### config.mk
export PLATFORM = sky130hd
export DESIGN_NAME = fc_argmax_flat
export DESIGN_NICKNAME = d
export VERILOG_FILES = /design/src/rtl/fc_argmax_if.sv /design/src/rtl/fc_argmax.sv /design/src/flat_wrapper.sv
export SDC_FILE = /design/constraint.sdc
export NUM_CORES = 1
export LEC_CHECK = 0
export CORE_ASPECT_RATIO = 0.5
export CORE_MARGIN = 3
export CORE_UTILIZATION = 32
export CTS_BUF_LIST = sky130_fd_sc_hd__clkbuf_8 sky130_fd_sc_hd__clkbuf_16
export DETAILED_ROUTE_END_ITERATION = 10
export SLEW_MARGIN = 25
export SYNTH_ARGS = -nofsm -noshare
export SYNTH_HDL_FRONTEND = slang
export SYNTH_SLANG_ARGS = --single-unit
### constraint.sdc
create_clock -name clk -period 2.75 [get_ports clk]
set_input_delay 0.4125 -clock clk [delete_from_list [all_inputs] [get_ports clk]]
set_output_delay 0.4125 -clock clk [all_outputs]
set_load 0.02 [all_outputs]
### src/rtl/fc_argmax_if.sv
// Handshake and picture-memory read bus between fc_argmax and its surroundings.
// The master modport is the argmax block. The slave modport is the scheduler/memory side.
interface fc_argmax_if #(
  parameter int ADDR_BIT = 10,
  parameter int DATA_BIT = 16
);
  logic                start;
  logic                mem_rd_en;
  logic [ADDR_BIT-1:0] mem_addr;
  logic [DATA_BIT-1:0] mem_rd_data;
  logic                busy;
  logic                done;
  logic                result_valid;
  logic [3:0]          class_idx;
  logic [DATA_BIT-1:0] class_score;

  modport master (
    input  start, mem_rd_data,
    output mem_rd_en, mem_addr, busy, done, result_valid, class_idx, class_score
  );

  modport slave (
    output start, mem_rd_data,
    input  mem_rd_en, mem_addr, busy, done, result_valid, class_idx, class_score
  );
endinterface

### src/rtl/fc_argmax.sv
// Sweeps NUM_CLASS signed FC scores out of picture memory and reports the argmax.
// A read issued in FETCH returns one cycle later and is tagged with its index for the compare stage.
module fc_argmax #(
  parameter int ADDR_BIT  = 10,
  parameter int DATA_BIT  = 16,
  parameter int BASE_ADDR = 16,
  parameter int NUM_CLASS = 10
) (
  input  logic         clk,
  input  logic         rst,
  fc_argmax_if.master  bus
);

  localparam logic [1:0] ST_IDLE  = 2'd0;
  localparam logic [1:0] ST_FETCH = 2'd1;
  localparam logic [1:0] ST_DRAIN = 2'd2;
  localparam logic [1:0] ST_DONE  = 2'd3;

  localparam logic [3:0] K_LAST = 4'(NUM_CLASS - 1);

  logic [1:0]                 state_q, state_d;
  logic [3:0]                 k_q, k_d;
  logic                       tag_vld_q, tag_vld_d;
  logic [3:0]                 tag_idx_q, tag_idx_d;
  logic signed [DATA_BIT-1:0] max_val_q, max_val_d;
  logic [3:0]                 max_idx_q, max_idx_d;
  logic                       rv_q, rv_d;
  logic signed [DATA_BIT-1:0] rd_word;

  assign rd_word = $signed(bus.mem_rd_data);

  always_comb begin
    state_d   = state_q;
    k_d       = k_q;
    rv_d      = rv_q;
    max_val_d = max_val_q;
    max_idx_d = max_idx_q;
    tag_vld_d = (state_q == ST_FETCH);
    tag_idx_d = k_q;

    case (state_q)
      ST_IDLE: begin
        if (bus.start) begin
          state_d   = ST_FETCH;
          k_d       = '0;
          rv_d      = 1'b0;
          max_val_d = '0;
          max_idx_d = '0;
        end
      end
      ST_FETCH: begin
        k_d = k_q + 4'd1;
        if (k_q == K_LAST) state_d = ST_DRAIN;
      end
      ST_DRAIN: begin
        state_d = ST_DONE;
        rv_d    = 1'b1;
      end
      default: state_d = ST_IDLE;
    endcase

    // Strict greater-than keeps the earliest index on ties; index 0 seeds the running max.
    if (tag_vld_q && ((tag_idx_q == 4'd0) || (rd_word > max_val_q))) begin
      max_val_d = rd_word;
      max_idx_d = tag_idx_q;
    end
  end

  always_ff @(posedge clk) begin
    if (rst) begin
      state_q   <= ST_IDLE;
      k_q       <= '0;
      tag_vld_q <= 1'b0;
      tag_idx_q <= '0;
      max_val_q <= '0;
      max_idx_q <= '0;
      rv_q      <= 1'b0;
    end else begin
      state_q   <= state_d;
      k_q       <= k_d;
      tag_vld_q <= tag_vld_d;
      tag_idx_q <= tag_idx_d;
      max_val_q <= max_val_d;
      max_idx_q <= max_idx_d;
      rv_q      <= rv_d;
    end
  end

  assign bus.mem_rd_en    = (state_q == ST_FETCH);
  assign bus.mem_addr     = bus.mem_rd_en ? (ADDR_BIT'(BASE_ADDR) + ADDR_BIT'(k_q)) : '0;
  assign bus.busy         = (state_q != ST_IDLE);
  assign bus.done         = (state_q == ST_DONE);
  assign bus.result_valid = rv_q;
  assign bus.class_idx    = max_idx_q;
  assign bus.class_score  = max_val_q;

endmodule

### src/flat_wrapper.sv
// flat-port wrapper written by rule: the top's interface ports become plain ports
module fc_argmax_flat 
#(
  parameter int ADDR_BIT  = 10,
  parameter int DATA_BIT  = 16,
  parameter int BASE_ADDR = 16,
  parameter int NUM_CLASS = 10
)
  (clk, rst, bus_start, bus_mem_rd_data, bus_mem_rd_en, bus_mem_addr, bus_busy, bus_done, bus_result_valid, bus_class_idx, bus_class_score);
  fc_argmax_if #(.ADDR_BIT(ADDR_BIT), .DATA_BIT(DATA_BIT)) bus_i ();
  input  logic clk;
  input  logic rst;
  input wire logic [$bits(bus_i.start)-1:0] bus_start;
  input wire logic [$bits(bus_i.mem_rd_data)-1:0] bus_mem_rd_data;
  output wire logic [$bits(bus_i.mem_rd_en)-1:0] bus_mem_rd_en;
  output wire logic [$bits(bus_i.mem_addr)-1:0] bus_mem_addr;
  output wire logic [$bits(bus_i.busy)-1:0] bus_busy;
  output wire logic [$bits(bus_i.done)-1:0] bus_done;
  output wire logic [$bits(bus_i.result_valid)-1:0] bus_result_valid;
  output wire logic [$bits(bus_i.class_idx)-1:0] bus_class_idx;
  output wire logic [$bits(bus_i.class_score)-1:0] bus_class_score;
  assign bus_i.start = bus_start;
  assign bus_i.mem_rd_data = bus_mem_rd_data;
  assign bus_mem_rd_en = bus_i.mem_rd_en;
  assign bus_mem_addr = bus_i.mem_addr;
  assign bus_busy = bus_i.busy;
  assign bus_done = bus_i.done;
  assign bus_result_valid = bus_i.result_valid;
  assign bus_class_idx = bus_i.class_idx;
  assign bus_class_score = bus_i.class_score;
  fc_argmax #(.ADDR_BIT(ADDR_BIT), .DATA_BIT(DATA_BIT), .BASE_ADDR(BASE_ADDR), .NUM_CLASS(NUM_CLASS)) u_core (.clk(clk), .rst(rst), .bus(bus_i));
endmodule
* Yosys cells after proc, flatten, opt, wreduce, memory -nomap -nowiden *
Index checks and enable logic that the tools add are counted.

storage, ports and cells
  register bits = 32
  bits in latches = 0
  memory bits (writable) = 0
  ROM bits = 0
  bits of input ports = 19
  output and inout bits = 34
  word-level logic and storage cells = 42
  memories kept = 0

operators by class
  $add $sub $neg = 2
  $mul = 0
  div/mod/pow operators = 0
  magnitude comparators = 1
  equal/unequal tests = 6
  shifts and indexed selects = 0
  muxes and demuxes = 13
  bitwise operators = 0
  reduce and logical (&&, ||, !) cells = 13

operators with widths
  cell                 number
  $mux 16              3
  $gt 16x16->1         1
  $mux 4               3
  $mux 10              1
  $reduce_bool 2->1    5
  $pmux 4 s2           1
  $reduce_and 2->1     4
  $add 5x4->6 const A  1
  $pmux 2 s3           1
  $add 4x1->4 const B  1
  $eq 2x2->1 const B   2
  $eq 4x4->1 const B   1
  $logic_not 4->1      1
  $mux 2               2
  $ne 2x2->1 const B   2
  $eq 2x1->1 const B   1
  $logic_not 2->1      1
  $pmux 1 s2           1
  $logic_and 1x1->1    1
  $logic_or 1x1->1     1
  $mux 1               1

* Longest topological paths before layout *
Gate-level depths: netlist (run 1).

  word-level depth = 5
  mapped depth = 10
  mapped depth without buffers = 9

* Least setup slack after synthesis (run 1) *
No wires, ideal clock.

  path kind = register to register
  start = register u_core.max_val_q[1], in the netlist u_core.bus.class_score[1]
  end = register u_core.max_val_q[10], in the netlist u_core.bus.class_score[10]
  library setup time = 0.120 ns
  data arrival time = 2.289 ns
  data required time = 2.630 ns
  path slack = 0.342 ns
  cell stages (with the launch flop) = 11
  path buffers = 1
  clock period less this slack = 2.408 ns
  cells stage by stage = dfxtp_1 -> inv_1 -> ha_1 -> nor2b_1 -> o211ai_2 -> a211oi_2 -> nor4_2 -> mux2i_4 -> nand2_4 -> buf_6 -> mux2i_1

between the ends
  cells in the longest elaborated chain, start to end = 5
  elaborated cells on any way between the ends = 7
  classes of those cells = 1 x order compare; 1 x mux; 5 x reduce/logical

RTL lines
  item                         RTL line         text
  from (decl)                  fc_argmax.sv:25  logic signed [DATA_BIT-1:0] max_val_q, max_val_d;
  from (signal assigned)       fc_argmax.sv:83  max_val_q <= max_val_d;
  $gt 16x16->1 (*)             fc_argmax.sv:63  if (tag_vld_q && ((tag_idx_q == 4'd0) || (rd_word > max_val_q))) begin
  $logic_or 1x1->1 (*)         fc_argmax.sv:63
  $logic_and 1x1->1 (*)        fc_argmax.sv:63
  $reduce_bool 2->1 (no line)  -
  $reduce_and 2->1 (no line)   -

Mark *: on every way between the ends. The rest lies on a longest branch, timed or not.
A chain may end at the register's enable or synchronous reset.

* Worst setup path in the final report (run 1) *
  start = input port bus_mem_rd_data[15]
  end = register u_core.max_val_q[8], in the netlist u_core.bus.class_score[8]

between the ends
  cells in the longest elaborated chain, start to end = 5
  elaborated cells on any way between the ends = 7
  classes of those cells = 1 x order compare; 1 x mux; 5 x reduce/logical

RTL lines
  item                         RTL line            text
  from (decl)                  flat_wrapper.sv:14  input wire logic [$bits(bus_i.mem_rd_data)-1:0] bus_mem_rd_data;
  $gt 16x16->1 (*)             fc_argmax.sv:63
  $logic_or 1x1->1 (*)         fc_argmax.sv:63
  $logic_and 1x1->1 (*)        fc_argmax.sv:63
  $reduce_bool 2->1 (no line)  -
  $reduce_and 2->1 (no line)   -

Marked as above.

==> flow_summary.ini, run 1 <==
[worst_setup_path]
crit_chain = clkdlybuf4s50_1 > ha_1 > nand4_1 > or2_1 > a211oi_2 > nor4_2 > mux2i_4 > nand2_4 > mux2i_1
reg2reg_to = u_core.bus.class_score[8]
critical-path-max-stage-delay_ns = 0.43
cp_slowest_cell = clkdlybuf4s50_1
worst-setup-path-type = in2reg
crit_cells = 9
crit_path_end_kind = register
ff2ff_path_depth = 9
r2r-start = u_core.bus.class_score[15]
worstSetupStartpoint = bus_mem_rd_data[15]
critPathTopFamily = simple AND/OR/NAND/NOR gates
crit_required_ns = 2.90
crit_arrival_ns = 2.61
crit_path_start_kind = input port
cp_num_buf_inv = 1
worst-path-max-fanout = 16
r2r_setup_slack_ns = 0.46
crit_end = u_core.bus.class_score[8]

[status]
status = completed

[timing]
setup_tns_ns = 0
grt_setup_unrepaired = no
skew_ns = 0.00627
setup_viol = 0
fin_crit_ns = 2.46
hold_violations = 0
clock.fmax_mhz = 407
holdWs_ns = 0.474
finalMaxSlewViolations = 0
fin_crit_sh = 0.893
fin_ws_ns = 0.293

[synth]
ys_ff_latch = 32
synth_cell_types = 33
synth-compound-area-share = 0.0864
synth_cells = 218
seq_area_frac_synth = 0.340
synth_top_family_by_area = simple AND/OR/NAND/NOR gates
synthMuxAreaShare = 0.102
yosys.area_share.adder = 0.146
syn_avg_cell_area_sq_um = 8.64
yosysWarnings = 0
syn_area_sq_mm = 0.00188
synth-simple-area-share = 0.241
synthXorXnorAreaFrac = 0

[global_route]
gr-usage-all-layers = 0.123
grt_pass1_wl_mm = 6.66
antenna_found_initial = 0
first_global_vias = 1489
grt_overflow = 0
grt_max_degree = 33

[die]
die_y_um = 60.2
dieArea_sq_mm = 0.00690
pin_count = 53
die_x_um = 114
start_util = 0.337
rows = 19
core_sq_mm = 0.00559

[placement]
gp_congestion = 0.731
post-place-ws_ns = -0.0275
placed_area_sq_mm = 0.00241
dp_hpwl_mm = 2.95
portBuffers = 47

[layout]
nFillCells = 560
layout_common_cells = clkdlybuf4s50_1 (47), dfxtp_1 (32), ha_1 (22)
layout-drive-gt1-share = 0.0597
n_antenna_cell = 0
final_common_cell = clkdlybuf4s50_1
final_area_sq_mm = 0.00257
synthToLayoutAreaGrowth_pct = 36.7
multi_input_area_sq_mm = 0.00110
final_nets = 308
seq_area_sq_um = 641

[pwr]
seq_power_share = 0.292
power_uw = 2100
p_clk_frac = 0.300
pwr-share-comb = 0.408
vdd_ir_drop_max_mv = 0.405
pwr_density_cell_mw_per_mm2 = 815
power.switching_uw = 745
p_leak_uw = 0.000990
p_int_uw = 1350
switching_share = 0.355

[drt]
drcViolationCount = 0
met3_length_um = 136
wire_per_inst_um = 11.9
highest_layer = met4
vias_per_cell = 4.67
drt_iter0_markers = 29
wl_mm = 4.07
ant_nets = 0
dr.pass1.iters = 4
wl_met1_mm = 1.95
vias = 1593
wl_met2_mm = 1.92

[clock_network]
insertion_delay_ns = 0.28
cts_buffers = 5
cts_tree = built
hold_buffers = 0
clock_path_buffers = 2
cts_root_buf = clkbuf_16
ctsResizeCount = 0
cts_sinks = 32
clk_pin_slew_ns = 0.05
htreeDepth = 2
post-cts-setup-buffer-count = 0

[flow_run]
maxCapViolations = 0

[min_path]
min_path_type = reg2reg
## tightest hold or removal path, stage by stage, from the launching register on
cell	delay [ns]
dfxtp_1	0.32
nand2_1	0.05
mux2i_1	0.05
## power by group through the flow
stage / clock (uW) / combinational (uW) / sequential (uW)
after detailed placement: 0 / 864 / 621
after floorplan: 0 / 526 / 673
after global routing: 669 / 948 / 627
after global placement: 0 / 851 / 620
after CTS: 646 / 872 / 614
final: 630 / 857 / 612
## logic make-up after synthesis
kind of cell / Yosys count
compound gates: 26
other cells: 1
fa+ha+maj: 22
buf+inv: 33
flops: 32
mux: 18
simple gates: 86
## synthesized netlist by cell type
library cell / number / area (sq um)
buf_4: 6 / 45.0
dfxtp_1: 32 / 641
buf_6: 1 / 11.3
or2b_1: 1 / 7.51
mux2i_1: 17 / 170
nand2b_1: 21 / 131
nor4_2: 1 / 12.5
clkbuf_1: 5 / 18.8
a22oi_1: 2 / 15.0
ha_1: 22 / 275
or2_1: 1 / 6.26
nand4_1: 4 / 25.0
o21ai_0: 6 / 30.0
nor3b_1: 1 / 7.51
a211oi_1: 1 / 7.51
a21o_1: 3 / 22.5
nor2_1: 14 / 52.6
nor2b_1: 4 / 25.0
nand3b_1: 1 / 7.51
a21boi_0: 1 / 7.51
conb_1: 1 / 3.75
o211ai_2: 1 / 12.5
a21oi_1: 11 / 55.1
inv_1: 21 / 78.8
nor3_1: 2 / 10.0
nand2_1: 21 / 78.8
and3_1: 1 / 6.26
and2_1: 5 / 31.3
nand3_1: 7 / 35.0
nand2_4: 1 / 11.3
a211oi_2: 1 / 12.5
nor4_1: 1 / 6.26
mux2i_4: 1 / 22.5
## flip-flops by register name (all words and copies together) (netlist names)
name / count
u_core.bus.result_valid: 1
u_core.bus.class_score: 16
u_core.tag_idx_q: 4
u_core.tag_vld_q: 1
u_core.bus.class_idx: 4
u_core.k_q: 4
u_core.state_q: 2
## metrics by stage
step / instances / util
3_5_place_dp: 333 / 0.431
2_1_floorplan: 222 / -
5_1_grt: 341 / 0.461
3_3_place_gp: 333 / 0.431
6_report: 341 / 0.461
4_1_cts: 341 / 0.461
## layer usage
| layer | track usage | vias to the layer above |
|---|---|---|
| met5 | 0 | - |
| met4 | 0.0457 | 0 |
| met3 | 0.0334 | 5 |
| met2 | 0.211 | 32 |
| met1 | 0.150 | 747 |
| li1 | - | 809 |
## worst min-delay path by stage
stage	startpoint	slack, ns	cells past startpoint	to
2_1_floorplan	u_core.tag_idx_q[0]	0.45	2	u_core.bus.class_idx[0]
3_3_place_gp	u_core.bus.class_score[9]	0.46	2	u_core.bus.class_score[9]
3_5_place_dp	u_core.bus.class_score[6]	0.47	2	u_core.bus.class_score[6]
4_1_cts	u_core.bus.class_score[6]	0.47	2	u_core.bus.class_score[6]
5_1_grt	u_core.bus.class_score[6]	0.49	2	u_core.bus.class_score[6]
6_report	u_core.bus.class_score[6]	0.47	2	u_core.bus.class_score[6]
## final cells by class
class | instances | area share
inverter | 21 | 0.0306
timing repair buffer | 50 | 0.191
clock inverter | 3 | 0.0165
multi-input combinational | 157 | 0.429
tap | 73 | 0.0355
sequential | 32 | 0.249
clock buffer | 5 | 0.0486
Power figures use the tool's default switching activity.
==> run 2: changes to the inputs <==
- CAP_MARGIN: default -> 20
- SKIP_LAST_GASP: default -> 1
==> results of run 2 <==
Same layout as run 1: the final DEF is identical, and so are final timing and power.
